`src/rtl/mem_access_pkg.sv`:
```
// Shared types and address-check helpers for the MIPS data-memory access controller.
package mem_access_pkg;

  typedef enum logic [1:0] {
    SZ_BYTE = 2'b00,
    SZ_HALF = 2'b01,
    SZ_WORD = 2'b10
  } size_t;

  typedef enum logic [1:0] {
    IDLE = 2'b00,
    RD   = 2'b01,
    WR   = 2'b10,
    DONE = 2'b11
  } state_t;

  localparam logic [31:0] TEXT_BASE_DEF = 32'h0040_0000;
  localparam logic [31:0] DATA_BASE_DEF = 32'h1001_0000;

  // Offset form avoids overflow of base + span near the top of the address space.
  function automatic logic in_region(input logic [31:0] addr,
                                     input logic [31:0] base,
                                     input int unsigned depth);
    logic [31:0] off_s;
    off_s = addr - base;
    return (addr >= base) && (off_s < 32'(depth * 32'd4));
  endfunction

  function automatic logic misaligned(input logic [1:0] size,
                                      input logic [1:0] lane);
    logic bad_s;
    case (size)
      SZ_HALF: bad_s = lane[0];
      SZ_WORD: bad_s = (lane != 2'b00);
      default: bad_s = 1'b0;
    endcase
    return bad_s;
  endfunction

endpackage

```
`src/rtl/mem_access_ctrl_lane_align.sv`:
```
// Little-endian lane extract with sign/zero extension, and lane merge for sub-word stores.
module mem_lane_align
  import mem_access_pkg::*;
#(
  parameter int unsigned DW = 32
) (
  input  logic [1:0]    size,
  input  logic          sext,
  input  logic [1:0]    lane,
  input  logic [DW-1:0] rword,
  input  logic [15:0]   wdata,
  output logic [DW-1:0] load_val,
  output logic [DW-1:0] merge_word
);

  logic [7:0]  byte_s;
  logic [15:0] half_s;

  // Select the addressed lane, extend it for loads and splice store data into it.
  always_comb begin
    load_val   = rword;
    merge_word = rword;
    byte_s     = rword[{lane, 3'b000} +: 8];
    half_s     = rword[{lane[1], 4'b0000} +: 16];
    case (size)
      SZ_BYTE: begin
        load_val = {{(DW-8){sext & byte_s[7]}}, byte_s};
        merge_word[{lane, 3'b000} +: 8] = wdata[7:0];
      end
      SZ_HALF: begin
        load_val = {{(DW-16){sext & half_s[15]}}, half_s};
        merge_word[{lane[1], 4'b0000} +: 16] = wdata;
      end
      default: begin
        load_val   = rword;
        merge_word = rword;
      end
    endcase
  end

endmodule

```
`src/rtl/mem_access_ctrl.sv`:
```
// Load/store controller between the multicycle MIPS datapath and the memory system.
module mem_access_ctrl
  import mem_access_pkg::*;
#(
  parameter int unsigned DATA_WIDTH   = 32,
  parameter int unsigned ADDR_WIDTH   = 32,
  parameter logic [31:0] TEXT_BASE    = TEXT_BASE_DEF,
  parameter logic [31:0] DATA_BASE    = DATA_BASE_DEF,
  parameter int unsigned MEMORY_DEPTH = 64,
  parameter int unsigned RD_LAT       = 1
) (
  input  logic                  clk_i,
  input  logic                  rst_i,
  input  logic                  req_i,
  input  logic                  we_i,
  input  logic [1:0]            size_i,
  input  logic                  sext_i,
  input  logic [ADDR_WIDTH-1:0] addr_i,
  input  logic [DATA_WIDTH-1:0] wdata_i,
  output logic                  busy_o,
  output logic                  done_o,
  output logic                  err_o,
  output logic [DATA_WIDTH-1:0] rdata_o,
  output logic [ADDR_WIDTH-1:0] mem_addr_o,
  output logic                  mem_we_o,
  output logic [DATA_WIDTH-1:0] mem_wdata_o,
  input  logic [DATA_WIDTH-1:0] mem_rdata_i
);

  localparam int CNT_W = (RD_LAT > 1) ? $clog2(RD_LAT) : 1;

  state_t                  state_r, state_nx_s;
  logic [CNT_W-1:0]        cnt_r;
  logic                    we_r, sext_r;
  logic [1:0]              size_r, lane_r;
  logic [15:0]             wdata_r;
  logic                    busy_r, done_r, err_r, mem_we_r;
  logic [DATA_WIDTH-1:0]   rdata_r, mem_wdata_r;
  logic [ADDR_WIDTH-1:0]   mem_addr_r;
  logic                    in_text_s, in_data_s, chk_err_s;
  logic [DATA_WIDTH-1:0]   load_val_s, merge_word_s;

  // Request legality: size, alignment, region mapping and text write-protect.
  always_comb begin
    in_text_s = in_region(addr_i, TEXT_BASE, MEMORY_DEPTH);
    in_data_s = in_region(addr_i, DATA_BASE, MEMORY_DEPTH);
    chk_err_s = (size_i == 2'b11) || misaligned(size_i, addr_i[1:0]) ||
                !(in_text_s || in_data_s) || (we_i && in_text_s);
  end

  // Next-state logic; only word stores skip the read phase.
  always_comb begin
    state_nx_s = state_r;
    case (state_r)
      IDLE: begin
        if (req_i) begin
          if (chk_err_s) begin
            state_nx_s = DONE;
          end else if (we_i && (size_i == SZ_WORD)) begin
            state_nx_s = WR;
          end else begin
            state_nx_s = RD;
          end
        end else begin
          state_nx_s = IDLE;
        end
      end
      RD: begin
        if (cnt_r == {CNT_W{1'b0}}) begin
          if (we_r) begin
            state_nx_s = WR;
          end else begin
            state_nx_s = DONE;
          end
        end else begin
          state_nx_s = RD;
        end
      end
      WR:      state_nx_s = DONE;
      DONE:    state_nx_s = IDLE;
      default: state_nx_s = IDLE;
    endcase
  end

  // State register.
  always_ff @(posedge clk_i or posedge rst_i) begin
    if (rst_i) begin
      state_r <= IDLE;
    end else begin
      state_r <= state_nx_s;
    end
  end

  // Status and memory-port outputs follow the next state so they line up with it.
  always_ff @(posedge clk_i or posedge rst_i) begin
    if (rst_i) begin
      busy_r   <= 1'b0;
      done_r   <= 1'b0;
      err_r    <= 1'b0;
      mem_we_r <= 1'b0;
    end else begin
      busy_r   <= (state_nx_s != IDLE);
      done_r   <= (state_nx_s == DONE);
      err_r    <= (state_r == IDLE) && req_i && chk_err_s;
      mem_we_r <= (state_nx_s == WR);
    end
  end

  // Request capture, read-latency counter and datapath result registers.
  always_ff @(posedge clk_i or posedge rst_i) begin
    if (rst_i) begin
      cnt_r       <= {CNT_W{1'b0}};
      we_r        <= 1'b0;
      sext_r      <= 1'b0;
      size_r      <= 2'b00;
      lane_r      <= 2'b00;
      wdata_r     <= 16'h0000;
      rdata_r     <= {DATA_WIDTH{1'b0}};
      mem_addr_r  <= {ADDR_WIDTH{1'b0}};
      mem_wdata_r <= {DATA_WIDTH{1'b0}};
    end else begin
      case (state_r)
        IDLE: begin
          if (req_i) begin
            we_r    <= we_i;
            sext_r  <= sext_i;
            size_r  <= size_i;
            lane_r  <= addr_i[1:0];
            wdata_r <= wdata_i[15:0];
            cnt_r   <= CNT_W'(RD_LAT - 1);
            if (!chk_err_s) begin
              mem_addr_r  <= {addr_i[ADDR_WIDTH-1:2], 2'b00};
              mem_wdata_r <= wdata_i;
            end
          end
        end
        RD: begin
          if (cnt_r == {CNT_W{1'b0}}) begin
            if (we_r) begin
              mem_wdata_r <= merge_word_s;
            end else begin
              rdata_r <= load_val_s;
            end
          end else begin
            cnt_r <= cnt_r - CNT_W'(1);
          end
        end
        default: begin
          cnt_r <= cnt_r;
        end
      endcase
    end
  end

  mem_lane_align #(
    .DW(DATA_WIDTH)
  ) u_lane_align (
    .size      (size_r),
    .sext      (sext_r),
    .lane      (lane_r),
    .rword     (mem_rdata_i),
    .wdata     (wdata_r),
    .load_val  (load_val_s),
    .merge_word(merge_word_s)
  );

  assign busy_o      = busy_r;
  assign done_o      = done_r;
  assign err_o       = err_r;
  assign rdata_o     = rdata_r;
  assign mem_addr_o  = mem_addr_r;
  assign mem_we_o    = mem_we_r;
  assign mem_wdata_o = mem_wdata_r;

endmodule
```
`config.mk`:
```
export PLATFORM = sky130hd
export DESIGN_NAME = mem_access_ctrl
export DESIGN_NICKNAME = d
export VERILOG_FILES = /design/src/rtl/mem_access_pkg.sv /design/src/rtl/mem_access_ctrl_lane_align.sv /design/src/rtl/mem_access_ctrl.sv
export SDC_FILE = /design/constraint.sdc
export NUM_CORES = 1
export LEC_CHECK = 0
export ABC_AREA = 1
export BUFFER_PORTS_ARGS = -buffer_cell sky130_fd_sc_hd__buf_2
export CAP_MARGIN = 20
export CELL_PAD_IN_SITES_DETAIL_PLACEMENT = 0
export CELL_PAD_IN_SITES_GLOBAL_PLACEMENT = 1
export CORE_MARGIN = 5
export CORE_UTILIZATION = 34
export DETAILED_ROUTE_END_ITERATION = 10
export PLACE_DENSITY_LB_ADDON = 0.1
export SYNTH_ARGS = -nofsm -noshare
export SYNTH_HDL_FRONTEND = slang
export SYNTH_HIERARCHICAL = 1
export SYNTH_SLANG_ARGS = --single-unit
```
`constraint.sdc`:
```
create_clock -name clk_i -period 3.8 [get_ports clk_i]
set_input_delay 0.76 -clock clk_i [delete_from_list [all_inputs] [get_ports clk_i]]
set_output_delay 0.76 -clock clk_i [all_outputs]
set_load 0.005 [all_outputs]
```
==> results of run 1 <==
[placed cells by master (no fill, tap or decap), types with 2 or more instances in the layout]
master      count
dfrtp_1       122
clkinv_1        2
o21ai_0       108
nand2_1       518
clkinv_2        2
nand4_1         9
nor2_4          3
o22ai_1         8
nand3_2         4
inv_8           4
o211ai_1        5
a21boi_0       16
a21boi_1        8
conb_1          2
nor2_8          2
inv_6           5
nor3_1          3
nor2_1         30
a21oi_1        16
inv_2           7
buf_2         200
and3_1          2
buf_4          11
nand2_4         5
inv_1          98
o21ai_1         8
o21a_1          2
ha_1           11
nand3_1        73
clkinvlp_4      2
nor2_2          4
nand2_2         4
diode_2         2
clkinv_4        2
clkbuf_16      17
[layout make-up]
class	instances	share of cell area
repair buffers	213	0.120
inverters	110	0.0461
diodes	2	0.000533
multi-input cells	845	0.409
well taps	280	0.0373
clock buffers	17	0.0453
flip-flops and latches	122	0.325
clock inverters	15	0.0164
[power by group through the flow]
stage / Sequential [W] / Clock (W) / Combinational (W)
global route: 0.00214 / 0.00173 / 0.00400
CTS: 0.00208 / 0.00167 / 0.00353
detailed placement: 0.00210 / 0 / 0.00352
floorplan: 0.00204 / 0 / 0.00243
finish: 0.00208 / 0.00163 / 0.00353
global placement: 0.00210 / 0 / 0.00349
[state kept, by name, summed over array words and instances, names as in the netlist]
signal / count
done_o: 1
mem_addr_o: 30
rdata_o: 32
err_o: 1
we_r: 1
lane_r: 2
state_r: 2
busy_o: 1
sext_r: 1
size_r: 2
mem_wdata_o: 32
wdata_r: 16
mem_we_o: 1
[path summary, 6_finish.rpt]
kind	start	end	cells after the start
setup / recovery	state_r[1]	rdata_o[28]	8
max in group asynchronous	rst_i	rdata_o[4]	3
hold / removal	mem_addr_o[18]	mem_addr_o[18]	2
min in group asynchronous	rst_i	mem_addr_o[18]	2
hold reg to reg	mem_addr_o[18]	mem_addr_o[18]	2
setup reg to reg	state_r[1]	rdata_o[28]	8
[worst min-delay path: stages, from the launching register on]
cell and delay [ns]:
dfrtp_1 0.34, nand2_1 0.05, inv_1 0.04
[metrics by stage]
| step | worst slack [ns] | util | power (W) | area [um^2] | std cells |
|---|---|---|---|---|---|
| after floorplan | 1.54 | - | 0.00447 | 7660 | 1137 |
| after global placement | 1.03 | 0.400 | 0.00559 | 8780 | 1569 |
| after detailed placement | 0.989 | 0.400 | 0.00561 | 8780 | 1569 |
| after CTS | 1.11 | 0.426 | 0.00728 | 9360 | 1601 |
| after global routing | 0.860 | 0.428 | 0.00786 | 9400 | 1604 |
| final | 1.19 | 0.428 | 0.00723 | 9400 | 1604 |
[logic make-up (layout without fill, tap and decap cells)]
logic type / count (synthesis) / count (layout) / synth area share
buffers and inverters: 170 / 355 / 0.0996
other: 1 / 4 / 0.000490
adder cells (fa/ha/maj): 11 / 11 / 0.0180
AO/OA/AOI/OAI: 173 / 173 / 0.125
flip-flops: 122 / 122 / 0.399
AND/OR/NAND/NOR: 659 / 659 / 0.358
[metal layers]
| metal | GRT usage | part of all wire |
|---|---|---|
| met1 | 0.288 | 0.47 |
| met2 | 0.325 | 0.46 |
| met3 | 0.0423 | 0.048 |
| met4 | 0.0673 | 0.019 |
| met5 | 0 | 0.00049 |
[synth_stat cells, drive strengths merged (2+ instances only)]
cell type  number
inv           107
o21a            2
nand4           9
a21boi         24
clkinv          2
dfrtp         122
clkbuf         25
ha             11
buf            35
or2             2
and3            2
a21oi          17
nand3          77
o211ai          5
nor2           39
o21ai         116
o22ai           8
nand2         527
nor3            3
==> results.md, run 1 <==
### Status
* run status: complete, no violations

### Die
* Initial Utilization: 0.348
* number of primary I/O pins: 203
* y dimension of the die: 160 um
* Die Span X: 160 um
* core area: 0.0220 mm^2
* total number of placement rows: 54
* die footprint: 0.0256 mm^2

### Clocking
* post-cts hold buffer count: 0
* master cell of the clock root buffer: clkbuf_16
* depth of the CTS H-tree: 4
* buffers inserted during post-CTS setup optimization: 0
* number of sinks handled by clock tree synthesis: 122
* maximum clock path buffer count: 2
* clock slew at the register clock pins of the worst setup and hold paths: 0.06 ns
* cts bufs inserted: 17
* later-pin clock latency in the skew report: 0.43 ns
* number of gates given a new drive strength after cts: 0
* clock tree from TritonCTS: built

### Synthesis
* sequential element share of the synthesized area: 0.399
* count of flip-flops with a built-in enable after synthesis: 0
* biggest area contributors in the synthesized netlist: dfrtp_1, nand2_1, o21ai_0, inv_1, nand3_1
* cell count after synthesis: 1136
* cell accounting for the most synthesized area: dfrtp_1
* fraction of registers with async set or reset after synthesis: 1.00
* number of synthesized register bits: 122
* number of warnings reported in the yosys synthesis log: 6
* count of distinct cell types in the synthesized netlist: 35
* total standard cell area after synthesis: 0.00765 mm^2
* Post-synth top flop: dfrtp_1
* mean area per synthesized cell: 6.73 um^2
* fraction of synthesized cell area taken by the top area cell type: 0.399

### STA
* Fmax: 383 MHz
* worst hold slack after final layout: 0.459 ns
* fin. max-slew vios: 0
* share of the clock period used by the worst path after layout: 0.687
* actual slew at the worst max-slew pin: 0.948 ns
* unrepaired setup endpoints after global routing: no
* final number of hold-violating endpoints: 0
* Fin Setup TNS: 0 ns
* clk_skew: 0.0117 ns
* Final setup viols: 0
* relative max-transition margin: 0.367
* post-layout min period: 2.61 ns

### Final layout
* share of post-route cells with drive strength above 1: 0.210
* area taken by flip-flops and latches: 0.00305 mm^2
* multi-input combinational cell area: 0.00384 mm^2
* fillers: 2428
* net count reported at finish: 1423
* area added between synthesis and finish: 22.8%

### Critical path
* kind of cell adding the most delay to the critical path: buffers and inverters
* Setup CP Type: reg2reg
* data arrival time of the critical path: 2.91 ns
* crit path buf inv count: 4
* type of origin of the critical path: register
* critical path's largest stage delay: 0.52 ns
* R2R Setup Slk: 1.19 ns
* cell-by-cell listing of the critical path: inv_1 > ha_1 > clkinv_1 > nor2_2 > buf_4 > inv_1 > nand2_1 > nand2_1
* crit path max-delay cell type: inv_1
* crit-path max FO: 35
* Data required, critical path: 4.10 ns
* Critical Path Sink Type: register

### Power and ir drop
* Seq pwr share: 0.288
* power per cell area: 770 mW/mm^2
* share of power burned in combinational logic: 0.488
* net load switching power: 0.00340 W
* internal power of the cells: 0.00383 W
* worst IR drop on VDD: 344 uV
* Clock Power Share: 0.225
* leakage power total: 5.54 nW
* switch share: 0.470

### Global routing
* pin count of the biggest net entering global routing: 52
* global-route wire length before repair: 42.4 mm
* overall routing resource usage: 0.207
* vias in the first global route: 7616
* total gr overflow: 0
* number of antenna violations at the first check in global routing: 3

### Routing
* DRT antenna net count: 0
* wirelength, routed: 26.6 mm
* DRC errors left: 0
* number of vias per cell after detailed routing: 4.82
* routed len/inst: 16.6 um
* number of violations reported at the end of detailed-routing iteration 0: 524
* vias post-DR: 7726
* DRT Pass-1 Iters: 4

### Place
* IO buf count: 200
* final weighted congestion in routability-driven placement: 0.885
* HPWL after detailed placement: 20.1 mm

### Hold path
* Hold Crit Class: reg2reg

### Flow run
* count of maximum capacitance violations: 0

Power figures use the tool's default switching activity.
==> run 2: changes to the inputs <==
CORE_UTILIZATION = 37   (was 34)
clock period = 2.59 ns   (was 3.8 ns; I/O delays follow)
==> results.md, run 2 (same netlist as run 1, synthesis figures left out) <==
### Routing
* routed len/inst: 15.9 um
* vias post-DR: 7721
* wirelength, routed: 25.4 mm
* DRT antenna net count: 0
* DRT Pass-1 Iters: 5
* number of violations reported at the end of detailed-routing iteration 0: 539
* number of vias per cell after detailed routing: 4.82
* DRC errors left: 0

### Global routing
* total gr overflow: 0
* pin count of the biggest net entering global routing: 123
* global-route wire length before repair: 40.7 mm
* vias in the first global route: 7502
* number of antenna violations at the first check in global routing: 0
* overall routing resource usage: 0.214

### Critical path
* R2R Setup Slk: 0.50 ns
* endpoint of the lowest-slack register-to-register path: mem_wdata_o[11]
* Setup CP Type: reg2reg
* Critical Path Sink Type: register
* Data required, critical path: 2.95 ns
* data arrival time of the critical path: 2.44 ns
* type of origin of the critical path: register
* Reg2Reg Launch Point: lane_r[0]
* crit-path max FO: 8
* count of cells along the worst register-to-register path: 12

### Die
* total number of placement rows: 52
* die footprint: 0.0236 mm^2
* number of primary I/O pins: 203
* Die Span X: 154 um
* core area: 0.0203 mm^2
* y dimension of the die: 154 um
* Initial Utilization: 0.377

### Power and ir drop
* worst IR drop on VDD: 581 uV
* leakage power total: 5.58 nW
* Clock Power Share: 0.220
* power per cell area: 1130 mW/mm^2
* share of power burned in combinational logic: 0.494
* internal power of the cells: 0.00565 W
* net load switching power: 0.00499 W
* switch share: 0.469
* total power: 0.0106 W
* Seq pwr share: 0.286

### Clocking
* cts bufs inserted: 17
* post-cts hold buffer count: 0
* buffers inserted during post-CTS setup optimization: 0
* later-pin clock latency in the skew report: 0.43 ns
* maximum clock path buffer count: 2
* clock slew at the register clock pins of the worst setup and hold paths: 0.07 ns
* clock tree from TritonCTS: built
* depth of the CTS H-tree: 4
* number of sinks handled by clock tree synthesis: 122
* number of gates given a new drive strength after cts: 0
* master cell of the clock root buffer: clkbuf_16

### Place
* total placed cells including tap cells: 1570
* final weighted congestion in routability-driven placement: 0.865
* IO buf count: 200
* HPWL after detailed placement: 19.2 mm

### Final layout
* post-route insts no fill: 1602
* commonest cells after routing, fill and taps aside: nand2_1, buf_2, dfrtp_1, o21ai_0, inv_1
* fillers: 2235
* multi-input combinational cell area: 0.00384 mm^2
* area added between synthesis and finish: 23.6%
* area taken by flip-flops and latches: 0.00305 mm^2
* share of post-route cells with drive strength above 1: 0.216
* net count reported at finish: 1433
* n_diodes: 0
* commonest non-fill, non-tap cell in the layout: nand2_1

### STA
* share of the clock period used by the worst path after layout: 0.806
* worst hold slack after final layout: 0.287 ns
* clk_skew: 0.0112 ns
* unrepaired setup endpoints after global routing: no
* post-layout min period: 2.09 ns
* Final setup viols: 0
* relative max-transition margin: 0.362
* actual slew at the worst max-slew pin: 0.956 ns
* fin. max-slew vios: 0
* Fin Setup TNS: 0 ns
* final number of hold-violating endpoints: 0
* Fmax: 479 MHz

### Status
* run status: complete, no violations

### Hold path
* Hold Crit Class: in2async

### Flow run
* count of maximum capacitance violations: 0

run 2: metal layers:
metal,share of wire,global-route usage,vias to the layer above
met5,0,0,-
met4,0.027,0.0795,0
met3,0.059,0.0419,44
met2,0.45,0.330,225
met1,0.47,0.298,3500
li1,-,-,3952
run 2: how the worst max path moves through the flow:
| stage | startpoint | endpoint | cells after the start |
|---|---|---|---|
| after detailed placement | addr_i[8] | mem_wdata_o[0] | 14 |
| after global placement | addr_i[23] | mem_wdata_o[13] | 15 |
| after CTS | lane_r[0] | mem_wdata_o[7] | 11 |
| after floorplan | lane_r[1] | mem_wdata_o[12] | 15 |
| final | lane_r[0] | mem_wdata_o[11] | 12 |
| after global routing | lane_r[0] | mem_wdata_o[23] | 12 |
run 2: stage by stage:
stage | setup WS, ns | area, um^2 | util
floorplan | 0.537 | 7660 | -
global placement | 0.280 | 8880 | 0.437
detailed placement | 0.280 | 8880 | 0.437
CTS | 0.490 | 9460 | 0.466
global route | 0.242 | 9460 | 0.466
finish | 0.504 | 9460 | 0.466
run 2: critical path: stages (launching register included):
cell	delay [ns]
dfrtp_1	0.34
inv_1	0.15
ha_1	0.39
inv_1	0.05
nor2_1	0.14
nand2_1	0.23
o21ai_0	0.24
nand2_1	0.08
nand2_1	0.06
nand2_1	0.05
o21ai_0	0.08
nand3_1	0.11
nand2_1	0.10
run 2: final cells by class:
cell class,count,area share
clock buffer,17,0.0450
sequential,122,0.323
tap,270,0.0357
inverter,110,0.0458
multi-input combinational,845,0.406
timing repair buffer,223,0.128
clock inverter,15,0.0161
run 2: power by group through the flow:
stage               registers [W]  logic, W  clock network [W]
floorplan                 0.00299   0.00356                  0
finish                    0.00304   0.00526            0.00234
CTS                       0.00304   0.00532            0.00240
global placement          0.00306   0.00528                  0
global route              0.00312   0.00598            0.00249
detailed placement        0.00307   0.00530                  0
==> run 3: changes to the inputs <==
ABC_AREA = 0   (was 1)
CORE_UTILIZATION = 41   (was 37)
clock period = 2.19 ns   (was 2.59 ns; I/O delays follow)
==> results.md, run 3 <==
### Synthesis
* fraction of registers with async set or reset after synthesis: 1.00
* share of the synthesized area in compound gates (AO/OA/AOI/OAI): 0.226
* count of flip-flops with a built-in enable after synthesis: 0
* cell accounting for the most synthesized area: dfrtp_1
* cell count after synthesis: 799
* sequential element share of the synthesized area: 0.395
* parity-gate share of the synthesized area counting xor and xnor cells: 0
* number of synthesized register bits: 122
* combinational family with the most area after synthesis: compound AO/OA/AOI/OAI gates
* share of synthesized cell area in full adder, half adder and majority cells: 0.0178
* count of distinct cell types in the synthesized netlist: 61
* mean area per synthesized cell: 9.66 um^2
* top cell types by occurrence after synthesis: dfrtp_1, nand2_1, mux2_2, o21ai_0, a21oi_1
* number of warnings reported in the yosys synthesis log: 6
* Post-synth top flop: dfrtp_1
* biggest area contributors in the synthesized netlist: dfrtp_1, mux2_2, a221oi_2, nand2_1, mux2i_1
* total standard cell area after synthesis: 0.00772 mm^2
* post-synthesis mux area share: 0.134
* fraction of synthesized cell area taken by the top area cell type: 0.395
* most instantiated library cell after synthesis: dfrtp_1
* post-synthesis share of cell area spent on and, or, nand and nor gates: 0.165

### Clocking
* cts bufs inserted: 17
* post-cts hold buffer count: 0
* clock tree from TritonCTS: built
* number of sinks handled by clock tree synthesis: 122
* depth of the CTS H-tree: 4
* maximum clock path buffer count: 2
* clock slew at the register clock pins of the worst setup and hold paths: 0.07 ns
* master cell of the clock root buffer: clkbuf_16
* later-pin clock latency in the skew report: 0.43 ns

### Hold path
* Hold Crit Class: in2async

### Die
* core area: 0.0186 mm^2
* y dimension of the die: 147 um
* total number of placement rows: 50
* number of primary I/O pins: 203
* Initial Utilization: 0.414
* Die Span X: 147 um
* die footprint: 0.0217 mm^2

### Global routing
* pin count of the biggest net entering global routing: 95
* number of antenna violations at the first check in global routing: 2
* overall routing resource usage: 0.227
* vias in the first global route: 7013
* total gr overflow: 0
* global-route wire length before repair: 38.9 mm

### Critical path
* type of origin of the critical path: register
* Setup CP Type: reg2reg
* crit-path max FO: 6
* data arrival time of the critical path: 2.44 ns
* Critical Path Sink Type: register
* Data required, critical path: 2.50 ns

### Final layout
* commonest cells after routing, fill and taps aside: buf_2, dfrtp_1, nand2_1, buf_4, mux2_2
* commonest non-fill, non-tap cell in the layout: buf_2
* net count reported at finish: 1137
* share of post-route cells with drive strength above 1: 0.417
* area added between synthesis and finish: 30.7%
* post-route cell area: 0.0101 mm^2

### STA
* fin. max-slew vios: 0
* clk_skew: 0.00955 ns
* Final setup viols: 0
* unrepaired setup endpoints after global routing: yes
* least setup slack across all paths after layout: 0.0620 ns
* final number of hold-violating endpoints: 0
* actual slew at the worst max-slew pin: 0.599 ns
* Fmax: 470 MHz
* post-layout min period: 2.13 ns
* share of the clock period used by the worst path after layout: 0.972
* relative max-transition margin: 0.600

### Place
* IO buf count: 200
* HPWL after detailed placement: 18.0 mm
* final weighted congestion in routability-driven placement: 0.897
* post-placement cell area: 0.00934 mm^2
* worst slack, placed: -0.249 ns

### Power and ir drop
* power per cell area: 1430 mW/mm^2
* worst IR drop on VDD: 662 uV
* leakage power total: 4.76 nW

### Status
* run status: complete, no violations

### Routing
* wirelength, routed: 24.7 mm
* DRT Pass-1 Iters: 5
* DRC errors left: 0
* vias post-DR: 7042
* DRT antenna net count: 0
* number of violations reported at the end of detailed-routing iteration 0: 450
* number of vias per cell after detailed routing: 5.54
* routed len/inst: 19.4 um

### Flow run
* count of maximum capacitance violations: 0

## run 3: changes by cell type in the layout (fill, tap and decap cells not counted), moves of 33 or more
cell,previous run,this run
inv_1,98,39
a221oi_2,0,33
mux2i_1,0,34
nand3_1,73,2
o21ai_0,108,36
mux2_2,0,52
nand2_1,518,111
buf_4,20,57
## run 3: routing by layer
layer	vias up	wire length, um	global-route usage
li1	3387	-	-
met1	3385	10800	0.298
met2	229	11800	0.368
met3	37	1600	0.0601
met4	4	483	0.0671
met5	-	21	0
## run 3: path summary, 6_finish.rpt
| kind | start | slack, ns | end | depth (start not counted) |
|---|---|---|---|---|
| max | lane_r[1] | 0.06 | mem_wdata_o[3] | 11 |
| min | rst_i | 0.12 | mem_addr_o[26] | 3 |
| max reg2reg | lane_r[1] | 0.06 | mem_wdata_o[3] | 11 |
| min reg2reg | mem_addr_o[30] | 0.48 | mem_addr_o[30] | 1 |
| max in group asynchronous | rst_i | 1.61 | size_r[1] | 3 |
| min in group clk_i | addr_i[4] | 0.23 | mem_addr_o[4] | 2 |
## run 3: what timing repair did
item,4_1_cts,5_1_grt
gates resized for setup,2,35
setup endpoints to repair,9,30
pin swaps,0,16
setup buffers,0,5
## run 3: per-stage QoR
stage / TNS [ns] / utilization / power (W) / hold WS, ns / instances
final: 0 / 0.541 / 0.0145 / 0.118 / 1272
after detailed placement: -11.55 / 0.501 / 0.0114 / 0.465 / 1233
after floorplan: -0.525 / - / 0.00868 / 0.458 / 800
after global placement: -10.51 / 0.501 / 0.0113 / 0.466 / 1233
after CTS: 0 / 0.534 / 0.0143 / 0.118 / 1265
after global routing: -0.111 / 0.541 / 0.0155 / 0.153 / 1270
## run 3: layout make-up
| cell class | instances | area, um^2 |
|---|---|---|
| Fill cell | 1751 | 8550 |
| Multi-Input combinational cell | 572 | 4340 |
| Sequential cell | 122 | 3060 |
| Timing Repair Buffer | 268 | 1640 |
| Clock buffer | 17 | 425 |
| Tap cell | 234 | 293 |
| Clock inverter | 15 | 171 |
| Inverter | 42 | 166 |
| Antenna cell | 2 | 5.00 |
## run 3: cells by family after synthesis
group,after synthesis
AOI/OAI and AO/OA,228
adders and majority gates,11
buffers and inverters,106
DFF,122
muxes,93
other,1
and+or+nand+nor,238
## run 3: worst max-delay path, stage by stage (launching register included)
cell and delay (ns):
dfrtp_2 0.41, clkinv_4 0.09, ha_4 0.28, and4bb_2 0.26
and2_0 0.15, buf_4 0.16, a22oi_1 0.18, o21ai_2 0.11
o22ai_1 0.15, nand2_1 0.07, o21ai_0 0.11, a221oi_2 0.05
## run 3: power breakdown
group	switching (W)	total [W]	internal (W)
clock	0.00131	0.00286	0.00154
sequential	0.000759	0.00376	0.00300
combinational	0.00423	0.00787	0.00364
total	0.00631	0.0145	0.00818
